<file path="config.mk">
export PLATFORM = sky130hd
export DESIGN_NAME = avalon_dram_burst_ctrl
export DESIGN_NICKNAME = d
export VERILOG_FILES = /design/src/rtl/avalon_dram_pkg.sv /design/src/rtl/avalon_dram_burst_ctrl_credit.sv /design/src/rtl/avalon_dram_burst_ctrl.sv
export SDC_FILE = /design/constraint.sdc
export NUM_CORES = 1
export LEC_CHECK = 0
export CORE_MARGIN = 3
export CORE_UTILIZATION = 40
export DETAILED_ROUTE_END_ITERATION = 12
export GPL_TIMING_DRIVEN = 0
export PLACE_DENSITY = 0.59
export RECOVER_POWER = 25
export SYNTH_ARGS = -nofsm -noshare
export SYNTH_HDL_FRONTEND = slang
export SYNTH_SLANG_ARGS = --single-unit
</file>
<file path="constraint.sdc">
create_clock -name clk -period 2.4 [get_ports clk]
set_input_delay 0.6 -clock clk [delete_from_list [all_inputs] [get_ports clk]]
set_output_delay 0.6 -clock clk [all_outputs]
set_load 0.02 [all_outputs]
</file>
<file path="src/rtl/avalon_dram_pkg.sv">
// Shared types and constants for the NoC-to-Avalon DRAM burst controller.
// Provides `MSG_TYPE_WIDTH when the surrounding NoC build has not defined it.
`ifndef MSG_TYPE_WIDTH
`define MSG_TYPE_WIDTH 8
`endif

package avalon_dram_pkg;

    localparam int MSG_TYPE_W = `MSG_TYPE_WIDTH;

    // NoC message encodings handled by the controller; everything else is dropped.
    localparam logic [MSG_TYPE_W-1:0] MSG_TYPE_LOAD_MEM  = MSG_TYPE_W'(19);
    localparam logic [MSG_TYPE_W-1:0] MSG_TYPE_STORE_MEM = MSG_TYPE_W'(20);

    typedef enum logic [2:0] {
        READY,
        RD_HDR,
        RD_STREAM,
        WR_DATA,
        WR_RESP
    } state_e;

    localparam int DEFAULT_BURST_LEN = 4;

    // Width of a beat-within-line index; a 1-beat burst still needs one bit.
    function automatic int beat_idx_w(input int burst_len);
        return (burst_len > 1) ? $clog2(burst_len) : 1;
    endfunction

endpackage

</file>
<file path="src/rtl/avalon_dram_burst_ctrl_credit.sv">
// Read-buffer credit counter: +K when a read burst is accepted, -1 per beat
// popped to the NoC. Issue policy selected by AVALON_DRAM_PIPELINED_RD_EN:
// defined -> any burst that still fits in the buffer, undefined -> one burst
// at a time (buffer must be empty of this controller's beats).
module dram_credit_counter
#(
    parameter int K     = 4,
    parameter int DEPTH = 16,
    parameter int CNT_W = $clog2(DEPTH + 1)
)
(
    input  logic clk,
    input  logic rst,
    input  logic inc_i,
    input  logic dec_i,
    output logic can_issue_o
);

    localparam logic [CNT_W-1:0] K_C   = CNT_W'(K);
    localparam logic [CNT_W-1:0] ONE_C = CNT_W'(1);

    logic [CNT_W-1:0] cnt_q, cnt_d;

    // Next credit value; simultaneous issue and pop nets to K-1.
    always_comb begin
        cnt_d = cnt_q;
        if (inc_i && dec_i) begin
            cnt_d = cnt_q + K_C - ONE_C;
        end else if (inc_i) begin
            cnt_d = cnt_q + K_C;
        end else if (dec_i) begin
            cnt_d = cnt_q - ONE_C;
        end
    end

    // Credit register.
    always_ff @(posedge clk) begin
        if (rst) begin
            cnt_q <= '0;
        end else begin
            cnt_q <= cnt_d;
        end
    end

`ifdef AVALON_DRAM_PIPELINED_RD_EN
    localparam int               EXT_W     = CNT_W + 1;
    localparam logic [EXT_W-1:0] K_EXT     = EXT_W'(K);
    localparam logic [EXT_W-1:0] DEPTH_EXT = EXT_W'(DEPTH);

    assign can_issue_o = ({1'b0, cnt_q} + K_EXT) <= DEPTH_EXT;
`else
    assign can_issue_o = (cnt_q == '0);
`endif

endmodule

</file>
<file path="src/rtl/avalon_dram_burst_ctrl.sv">
// Control FSM of the NoC-to-Avalon DRAM controller. Turns LOAD_MEM/STORE_MEM
// headers of N lines into N Avalon bursts of BURST_LEN beats; all data moves
// through the datapath. Optional AVALON_DRAM_PIPELINED_RD_EN lets several read
// bursts be outstanding (see dram_credit_counter).
//
//  state     | meaning
//  ----------+---------------------------------------------------------
//  READY     | accept a header flit, latch line count
//  RD_HDR    | send the load response header
//  RD_STREAM | issue read bursts under credit, stream buffered beats out
//  WR_DATA   | forward each request flit as one Avalon write beat
//  WR_RESP   | send the store response header
module avalon_dram_burst_ctrl
    import avalon_dram_pkg::*;
#(
    parameter int BURST_LEN    = DEFAULT_BURST_LEN,
    parameter int BURSTCOUNT_W = $clog2(BURST_LEN) + 1,
    parameter int LINES_W      = 8,
    parameter int RD_BUF_DEPTH = 16
)
(
    input  logic                        clk,
    input  logic                        rst,
    input  logic                        noc0_ctovr_controller_val,
    output logic                        controller_noc0_ctovr_rdy,
    output logic                        controller_noc0_vrtoc_val,
    input  logic                        noc0_vrtoc_controller_rdy,
    input  logic [`MSG_TYPE_WIDTH-1:0]  datap_ctrl_msg_type,
    input  logic [LINES_W-1:0]          datap_ctrl_num_lines,
    output logic                        avm_read,
    output logic                        avm_write,
    output logic [BURSTCOUNT_W-1:0]     avm_burstcount,
    input  logic                        avm_waitrequest,
    input  logic                        avm_readdatavalid,
    output logic                        ctrl_datap_store_hdr_flit,
    output logic                        ctrl_datap_send_hdr_flit,
    output logic                        ctrl_datap_incr_rd_addr,
    output logic                        ctrl_datap_incr_wr_addr,
    output logic                        ctrl_datap_rdbuf_deq,
    input  logic                        datap_ctrl_rdbuf_empty,
    output logic                        ctrl_err_unsupported
);

    localparam int BL_LOG2  = $clog2(BURST_LEN);
    localparam int BEATS_W  = LINES_W + BL_LOG2;
    localparam int BIDX_W   = beat_idx_w(BURST_LEN);
    localparam int CREDIT_W = $clog2(RD_BUF_DEPTH + 1);

    localparam logic [BIDX_W-1:0]       LAST_BEAT = BIDX_W'(BURST_LEN - 1);
    localparam logic [BURSTCOUNT_W-1:0] BURST_BC  = BURSTCOUNT_W'(BURST_LEN);

    state_e               state_q, state_d;
    logic [LINES_W-1:0]   num_lines_q, num_lines_d;
    logic [LINES_W-1:0]   lines_q, lines_d;        // lines issued (load) or written (store)
    logic [BEATS_W-1:0]   beats_q, beats_d;        // read beats sent to the NoC
    logic [BIDX_W-1:0]    beat_idx_q, beat_idx_d;  // write beat within current line
    logic [BEATS_W-1:0]   beats_total;
    logic                 can_issue;
    logic                 rd_accept;

    // Read beats land in the datapath buffer; the FSM only sees them through
    // rdbuf_empty and the credit count, so the strobe itself is not needed here.
    logic unused_rdv;
    assign unused_rdv = avm_readdatavalid;

    assign beats_total = BEATS_W'(num_lines_q) << BL_LOG2;

    dram_credit_counter #(
        .K     (BURST_LEN),
        .DEPTH (RD_BUF_DEPTH),
        .CNT_W (CREDIT_W)
    ) u_credit (
        .clk         (clk),
        .rst         (rst),
        .inc_i       (rd_accept),
        .dec_i       (ctrl_datap_rdbuf_deq),
        .can_issue_o (can_issue)
    );

    // Next-state, counter updates and all outputs; reset forces outputs low.
    always_comb begin
        state_d     = state_q;
        num_lines_d = num_lines_q;
        lines_d     = lines_q;
        beats_d     = beats_q;
        beat_idx_d  = beat_idx_q;

        controller_noc0_ctovr_rdy = 1'b0;
        controller_noc0_vrtoc_val = 1'b0;
        avm_read                  = 1'b0;
        avm_write                 = 1'b0;
        avm_burstcount            = '0;
        ctrl_datap_store_hdr_flit = 1'b0;
        ctrl_datap_send_hdr_flit  = 1'b0;
        ctrl_datap_incr_rd_addr   = 1'b0;
        ctrl_datap_incr_wr_addr   = 1'b0;
        ctrl_datap_rdbuf_deq      = 1'b0;
        ctrl_err_unsupported      = 1'b0;
        rd_accept                 = 1'b0;

        unique case (state_q)
            READY: begin
                controller_noc0_ctovr_rdy = 1'b1;
                if (noc0_ctovr_controller_val) begin
                    ctrl_datap_store_hdr_flit = 1'b1;
                    num_lines_d = datap_ctrl_num_lines;
                    lines_d     = '0;
                    beats_d     = '0;
                    beat_idx_d  = '0;
                    if (datap_ctrl_msg_type == MSG_TYPE_LOAD_MEM) begin
                        state_d = RD_HDR;
                    end else if (datap_ctrl_msg_type == MSG_TYPE_STORE_MEM) begin
                        state_d = (datap_ctrl_num_lines == '0) ? WR_RESP : WR_DATA;
                    end else begin
                        ctrl_err_unsupported = 1'b1;
                    end
                end
            end

            RD_HDR: begin
                controller_noc0_vrtoc_val = 1'b1;
                ctrl_datap_send_hdr_flit  = 1'b1;
                if (noc0_vrtoc_controller_rdy) begin
                    state_d = (num_lines_q == '0) ? READY : RD_STREAM;
                end
            end

            RD_STREAM: begin
                // Issue side: credit can only grow while a read waits, so the
                // strobe is never withdrawn under waitrequest.
                avm_read  = (lines_q < num_lines_q) && can_issue;
                rd_accept = avm_read && !avm_waitrequest;
                if (rd_accept) begin
                    lines_d                 = lines_q + 1'b1;
                    ctrl_datap_incr_rd_addr = 1'b1;
                end
                // Send side runs in parallel with issue.
                controller_noc0_vrtoc_val = !datap_ctrl_rdbuf_empty;
                ctrl_datap_rdbuf_deq      = controller_noc0_vrtoc_val && noc0_vrtoc_controller_rdy;
                if (ctrl_datap_rdbuf_deq) begin
                    beats_d = beats_q + 1'b1;
                    if ((beats_q + 1'b1) == beats_total) begin
                        state_d = READY;
                    end
                end
            end

            WR_DATA: begin
                avm_write                 = noc0_ctovr_controller_val;
                controller_noc0_ctovr_rdy = !avm_waitrequest;
                if (noc0_ctovr_controller_val && !avm_waitrequest) begin
                    if (beat_idx_q == LAST_BEAT) begin
                        beat_idx_d              = '0;
                        lines_d                 = lines_q + 1'b1;
                        ctrl_datap_incr_wr_addr = 1'b1;
                        if ((lines_q + 1'b1) == num_lines_q) begin
                            state_d = WR_RESP;
                        end
                    end else begin
                        beat_idx_d = beat_idx_q + 1'b1;
                    end
                end
            end

            WR_RESP: begin
                controller_noc0_vrtoc_val = 1'b1;
                ctrl_datap_send_hdr_flit  = 1'b1;
                if (noc0_vrtoc_controller_rdy) begin
                    state_d = READY;
                end
            end

            default: state_d = READY;
        endcase

        if (rst) begin
            controller_noc0_ctovr_rdy = 1'b0;
            controller_noc0_vrtoc_val = 1'b0;
            avm_read                  = 1'b0;
            avm_write                 = 1'b0;
            ctrl_datap_store_hdr_flit = 1'b0;
            ctrl_datap_send_hdr_flit  = 1'b0;
            ctrl_datap_incr_rd_addr   = 1'b0;
            ctrl_datap_incr_wr_addr   = 1'b0;
            ctrl_datap_rdbuf_deq      = 1'b0;
            ctrl_err_unsupported      = 1'b0;
            rd_accept                 = 1'b0;
        end

        avm_burstcount = (avm_read || avm_write) ? BURST_BC : '0;
    end

    // State and counter registers; reset abandons any transaction in flight.
    always_ff @(posedge clk) begin
        if (rst) begin
            state_q     <= READY;
            num_lines_q <= '0;
            lines_q     <= '0;
            beats_q     <= '0;
            beat_idx_q  <= '0;
        end else begin
            state_q     <= state_d;
            num_lines_q <= num_lines_d;
            lines_q     <= lines_d;
            beats_q     <= beats_d;
            beat_idx_q  <= beat_idx_d;
        end
    end

endmodule
</file>
; Word-level counts from Yosys, hierarchy flattened
; Index checks and enable logic that the tools add are counted.
[totals]
reg_bits = 36
latchBits = 0
mem_bits_rw = 0
romBits = 0
in_bits = 23
output_inout_bits = 13
elab_cells = 112
memories = 0
[classes]
n_addsub = 6
multipliers = 0
n_div = 0
n_lt_le_gt_ge = 1
eq_ne = 19
shift = 0
n_mux = 58
bitwise_logic = 0
reduce_logical = 22
[op_table]
columns = cell, count
row1 = $mux W3, 12
row2 = $mux W8, 4
row3 = $mux W1, 27
row4 = $pmux W8 S3, 1
row5 = $mux W10, 2
row6 = $pmux W10 S2, 1
row7 = $ne A2 B2 Y1 const B, 9
row8 = $eq A8 B5 Y1 const B, 2
row9 = $logic_not A8 Y1, 2
row10 = $mux W5, 3
row11 = $pmux W3 S5, 1
row12 = $add A10 B1 Y10 const B, 1
row13 = $eq A10 B10 Y1, 1
row14 = $sub A5 B1 Y5 const B, 2
row15 = $reduce_and A9 Y1, 1
row16 = $add A8 B1 Y8 const B, 1
row17 = $eq A8 B8 Y1, 1
row18 = $lt A8 B8 Y1, 1
row19 = $mux W2, 4
row20 = $eq A3 B2 Y1 const B, 2
row21 = $reduce_and A3 Y1, 2
row22 = $reduce_bool A3 Y1, 2
row23 = $add A5 B3 Y5 const B, 1
row24 = $logic_and A1 B1 Y1, 5
row25 = 15 further kinds, 18

; Depth between registers and ports, before layout
; Gate-level depths: netlist (run 1).
[depth]
depth_word = 7
ltp_mapped = 11
depth_no_buf = 9

; Hierarchy
; A second synthesis (run 1) with hierarchy kept.
[hier_totals]
hier_cells = 357
area_unflattened_um2 = 2733.9
[by_module_without_submodules]
columns = mod, n_inst, cells_each, area_per_inst_um2, seq_area_each_um2
row1 = avalon_dram_burst_ctrl, 1, 317, 2368.5, 620.6
row2 = dram_credit_counter, 1, 40, 365.4, 100.1

; Least setup slack after synthesis (run 1)
; Ideal clock, no wire load.
[synth_timing]
path_kind = register to output
from = reg num_lines_q[1]
to = out avm_burstcount[2]
t_arrival_ns = 1.953
required_time_ns = 1.800
setup_slack_ns = -0.153
stages_incl_launch_ff = 8
n_path_buf = 0
cell_sequence = dfxtp_1 -> inv_1 -> ha_1 -> nor2b_1 -> o211ai_1 -> a21oi_1 -> nor3_1 -> or2_2
[synth_between]
elab_chain_cells = 6
[synth_lines]
columns = item, line_no
row1 = from (decl), avalon_dram_burst_ctrl.sv:53  ; logic [LINES_W-1:0] num_lines_q, num_lines_d;
row2 = from (signal assigned), avalon_dram_burst_ctrl.sv:203  ; num_lines_q <= num_lines_d;
row3 = $lt A8 B8 Y1, avalon_dram_burst_ctrl.sv:131  ; avm_read = (lines_q < num_lines_q) && can_issue;
row4 = $logic_and A1 B1 Y1, avalon_dram_burst_ctrl.sv:131
row5 = $mux W1, avalon_dram_burst_ctrl.sv:101  ; unique case (state_q)
row6 = $mux W1, avalon_dram_burst_ctrl.sv:176  ; if (rst) begin
row7 = named net avm_read, avalon_dram_burst_ctrl.sv:30  ; output logic avm_read,
row8 = $logic_or A1 B1 Y1, avalon_dram_burst_ctrl.sv:190  ; avm_burstcount = (avm_read || avm_write) ? BURST_BC : '0;
row9 = $mux W3, avalon_dram_burst_ctrl.sv:190
row10 = to (decl), avalon_dram_burst_ctrl.sv:32  ; output logic [BURSTCOUNT_W-1:0] avm_burstcount,
; The timed path passes the listed nets, and every way through them passes these cells.

; Worst setup path after layout (run 1)
[layout_timing]
from = reg u_credit.cnt_q[1]
to = out ctrl_datap_incr_rd_addr
[layout_between]
elab_chain_cells = 6
[layout_lines]
columns = item, line_no
row1 = from (decl), avalon_dram_burst_ctrl_credit.sv:22  ; logic [CNT_W-1:0] cnt_q, cnt_d;
row2 = from (signal assigned), avalon_dram_burst_ctrl_credit.sv:41  ; cnt_q <= cnt_d;
row3 = $logic_not A5 Y1, avalon_dram_burst_ctrl_credit.sv:52  ; assign can_issue_o = (cnt_q == '0);
row4 = $logic_and A1 B1 Y1, avalon_dram_burst_ctrl.sv:131
row5 = $logic_and A1 B1 Y1, avalon_dram_burst_ctrl.sv:132  ; rd_accept = avm_read && !avm_waitrequest;
row6 = $mux W1, avalon_dram_burst_ctrl.sv:133  ; if (rd_accept) begin
row7 = $mux W1, avalon_dram_burst_ctrl.sv:101
row8 = $mux W1, avalon_dram_burst_ctrl.sv:176
row9 = to (decl), avalon_dram_burst_ctrl.sv:37  ; output logic ctrl_datap_incr_rd_addr,
; No other way between the ends.

==> results of run 1 <==
## power groups by stage
stage | combinational (mW) | clock, mW | sequential (mW)
after global routing | 1.43 | 0.528 | 0.753
after floorplan | 0.751 | 0 | 0.715
after global placement | 1.02 | 0 | 0.735
after CTS | 1.18 | 0.497 | 0.742
final | 1.31 | 0.492 | 0.746
after detailed placement | 1.02 | 0 | 0.736
## kinds of logic (layout without fill, tap and decap cells)
logic type,count (synthesis),in the layout,share of synthesized area
muxes,8,8,0.0288
DFF,36,36,0.255
and+or+nand+nor,163,163,0.290
other,1,2,0.00133
adders and majority gates,16,16,0.0709
buffers and inverters,38,97,0.0775
xor gates and xnor gates,26,26,0.0806
AOI/OAI and AO/OA,91,91,0.195
## worst max path at each step
stage	startpoint	to	slack [ps]	depth (start not counted)
after global routing	u_credit.cnt_q[1]	ctrl_datap_incr_rd_addr	-310	7
final	u_credit.cnt_q[1]	ctrl_datap_incr_rd_addr	-210	7
after detailed placement	num_lines_q[7]	ctrl_datap_incr_rd_addr	-930	7
after global placement	num_lines_q[7]	ctrl_datap_incr_rd_addr	-920	7
after CTS	u_credit.cnt_q[3]	ctrl_datap_incr_rd_addr	-230	7
after floorplan	num_lines_q[6]	lines_q[6]	-80	10
## state kept, by name, summed over array words and instances (netlist names)
register        count
lines_q             8
state_q             3
beat_idx_q          2
beats_q            10
u_credit.cnt_q      5
num_lines_q         8
## worst register-to-register path, stage by stage, from the launching register on
cell and delay (ps):
sky130_fd_sc_hd__dfxtp_2 340, sky130_fd_sc_hd__inv_2 90, sky130_fd_sc_hd__ha_4 140, sky130_fd_sc_hd__nor4bb_4 290, sky130_fd_sc_hd__o211ai_1 190, sky130_fd_sc_hd__or2_4 290
sky130_fd_sc_hd__buf_4 140, sky130_fd_sc_hd__buf_6 110, sky130_fd_sc_hd__or2_4 290, sky130_fd_sc_hd__and3_1 180, sky130_fd_sc_hd__o21ai_1 140, sky130_fd_sc_hd__a311oi_1 110
## cells in the final DEF, fill, tap and decap left out, types with 10 or more instances in the layout
cell type | synthesis | final
sky130_fd_sc_hd__nor3_1 | 14 | 12
sky130_fd_sc_hd__a21oi_1 | 36 | 27
sky130_fd_sc_hd__dfxtp_2 | 0 | 12
sky130_fd_sc_hd__inv_1 | 16 | 10
sky130_fd_sc_hd__ha_1 | 16 | 11
sky130_fd_sc_hd__dfxtp_1 | 36 | 18
sky130_fd_sc_hd__clkdlybuf4s50_1 | 0 | 13
sky130_fd_sc_hd__nand2_1 | 46 | 45
sky130_fd_sc_hd__nor2_1 | 33 | 30
sky130_fd_sc_hd__buf_6 | 6 | 12
sky130_fd_sc_hd__o21ai_0 | 19 | 17
sky130_fd_sc_hd__xnor2_1 | 16 | 16
sky130_fd_sc_hd__buf_4 | 3 | 25
sky130_fd_sc_hd__nand2b_1 | 11 | 11
## layer usage
layer,global-route usage,up-vias,wire [um]
met5,0,-,0
met4,0.0727,0,155
met1,0.262,1371,3880
met3,0.0501,13,448
li1,-,1443,-
met2,0.329,73,3950
## cell type report
cell class	count	area [um2]	area share
Clock buffer	7	86.3	0.0225
Tap cell	93	116	0.0304
Buffer	19	148	0.0385
Sequential cell	36	758	0.198
Timing Repair Buffer	54	480	0.125
Multi-Input combinational cell	306	2170	0.568
Inverter	16	60.1	0.0157
Clock inverter	1	7.51	0.00196
## what timing repair did
action / CTS / global route
gates resized for setup: 91 / 51
buffers inserted: 12 / 11
setup endpoints to repair: 28 / 21
pin swaps: 16 / 15
hold endpoints to repair: 0 / 0
## stage by stage
step / setup TNS (ps) / setup WS, ps / power [mW]
3_3_place_gp: -10040 / -922 / 1.75
2_1_floorplan: -105 / -76.7 / 1.47
5_1_grt: -1400 / -312 / 2.71
3_5_place_dp: -10640 / -932 / 1.76
6_report: -560 / -207 / 2.54
4_1_cts: -321 / -234 / 2.42
==> out/summary.md, run 1 <==
The flow ran to the end, but the final reports show violations. The final reports fail on setup timing. For the least setup slack across all paths after layout, the log shows -207 ps. In this run the critical register-to-register path is captured at u_credit.cnt_q[3]. The critical path contains buffers and inverters numbering 2 combined. The largest net degree at the start of global routing was 12. Sequential power share: 0.293. The root buffer cell chosen for the clock tree is sky130_fd_sc_hd__clkbuf_8. The type of the worst min-delay path is reg2reg.

The number of placement rows was 29; the number of flops mapped to enable cells by yosys was 0. The routability congestion estimate from global placement is 0.834. The run gives 0.580 as the fraction of the core area covered by cells at the end of the flow. For this run, the number of standard cells in the final layout without fillers is 532. After filler insertion, the fill cell instance count of the layout stands at 611. The number of failing setup endpoints in the final timing report is 6. Ranked by instance count, the synthesized netlist is headed by sky130_fd_sc_hd__nand2_1 (46), sky130_fd_sc_hd__a21oi_1 (36), sky130_fd_sc_hd__dfxtp_1 (36).

The TritonCTS buffer count is 5, and the cell count after placement is 504. 0 antenna diodes ended up in the layout. CTS clock-pin slew for the worst setup and hold paths: 80 ps.

Synthesis handed over a netlist of 379 instances. The worst hold path was traced through 2 stages. The H-tree generated during clock tree synthesis spans 2 levels. The largest single stage delay on the critical path is 340 ps. The number of max-cap violations came out at 0.

The post-synthesis instance area was 2820 um2; the tightest hold margin was 479 ps. The first detailed-routing pass ran for 4 iterations. Setup repair after global routing could not meet its margin everywhere.

Yosys printed 0 warnings. The number of hold-slack violations in the final timing report is 0, and the switching component of the power is 1.05 mW. The tools report the proportion of power drawn by combinational gates as 0.513.

The startpoint identified for the worst register-to-register timing path is u_credit.cnt_q[1]. After routing the design area is 3830 um2. Routed wire length per instance: 15.8 um. Power density over the cells: 664 nW/um2. TritonCTS built the clock tree.

Dividing the detail-routed via count by the number of cells gives 5.45. The tightest slew margin relative to the limit is 0.520, and the post-layout minimum cycle time is 2610 ps. The first global-routing pass estimated 13,700 um of wire.

The die is 90.0 um wide. Detailed placement finished with a half-perimeter wire length of 5780 um. The switching fraction of total power works out to 0.414.

The standby leakage power was 1.44 nW. The worst endpoint data arrival time is 2010 ps, and the via count of the routed design is 2,900. The proportion of synthesized chip area in sequential cells was 0.255. The path with the worst hold slack has its endpoint at beat_idx_q[1]. At the pin with the least slew margin, the transition time is 714 ps. Once placement finished, the instance area stood at 3260 um2.

After detailed routing, the total wire length is 8430 um. The run gives 6600 um2 as the total core area. Ranked by total cell area, the synthesized netlist is headed by sky130_fd_sc_hd__dfxtp_1 (26%), sky130_fd_sc_hd__ha_1 (7.1%), sky130_fd_sc_hd__a21oi_1 (6.4%), sky130_fd_sc_hd__nand2_1 (6.1%), sky130_fd_sc_hd__xnor2_1 (5.0%). The number of DRC violations after detailed routing came out at 0. The critical-path maximum fanout was 4.

Among all cell types in the netlist, the one instantiated most often is sky130_fd_sc_hd__nand2_1. The worst setup path is launched from a flop. The portion of the clock cycle consumed by the worst path in the final layout was 1.09; the number of nets in the layout was 477. The number of cells on the worst reg-to-reg path is 11. The logs give 36 for the number of placed I/O pins and 0 for the number of antenna violations at the first check in global routing.

A synthesized cell averages 7.45 um2. The setup check on the worst reg-to-reg path leaves a slack of -40 ps. The die height came out at 90.0 um. In this run the most critical hold path is launched from beat_idx_q[1]. The signal on the critical path passes through inv_2 -> ha_4 -> nor4bb_4 -> o211ai_1 -> or2_4 -> nor3_4 -> buf_6. The run gives 127 as the number of design-rule violations left by the first detailed-router iteration. Cell taking the most area after synthesis: sky130_fd_sc_hd__dfxtp_1. For the final database, setup skew stands at 11.1 ps. The run gives 8100 um2 as the die outline area. The run gives 2 as the largest buffer count on any clock path. The clock share of power is 0.194. The kind of cell with the highest combined delay on the critical path is simple AND/OR/NAND/NOR gates.

Number of port buffers: 31. The run gives 310 ps as the clock insertion delay at the later pin of the skew report. The via count of the first global-routing pass was 2,832; the layout overhead on the synthesized area was 35.7%.

The number of nets with antenna violations after detailed routing was 0. The synthesized flop and latch total is 36. The tools report the distinct cell type count after synthesis as 55.

The worst-case IR drop observed on VDD is 307 uV. For this run, the leading register cell type out of synthesis is sky130_fd_sc_hd__dfxtp_1. The run gives 0.428 as the starting density of the core. The tools report the global router's overall resource usage as 0.203.

The final max-slew violation count was 0; the number of buffers inserted for hold repair after clock tree synthesis was 0. The clock net in this run drives a total of 36 sinks. The fraction of final layout cells with drive strength greater than 1 is 0.273. Slowest library cell on the worst path: sky130_fd_sc_hd__dfxtp_2. The async set-reset flop share out of synthesis came out at 0. The top achievable clock speed came out at 384 MHz.

Data on the critical path is required at its endpoint by 1800 ps. The cell-internal power is 1.49 mW. After global routing the overflow that remains totals 0. The setup path with the least slack is of type reg2out. The fraction of synthesized cell area taken by the top area cell type works out to 0.255. STA classifies the critical path endpoint as an output port.
No activity file was read; power rests on OpenSTA's default activity.
==> inputs of run 2 (changes only) <==
CTS_CLUSTER_DIAMETER = 200   (was default)
==> results of run 2 <==
Same layout as run 1: the final DEF is identical, and so are final timing and power.
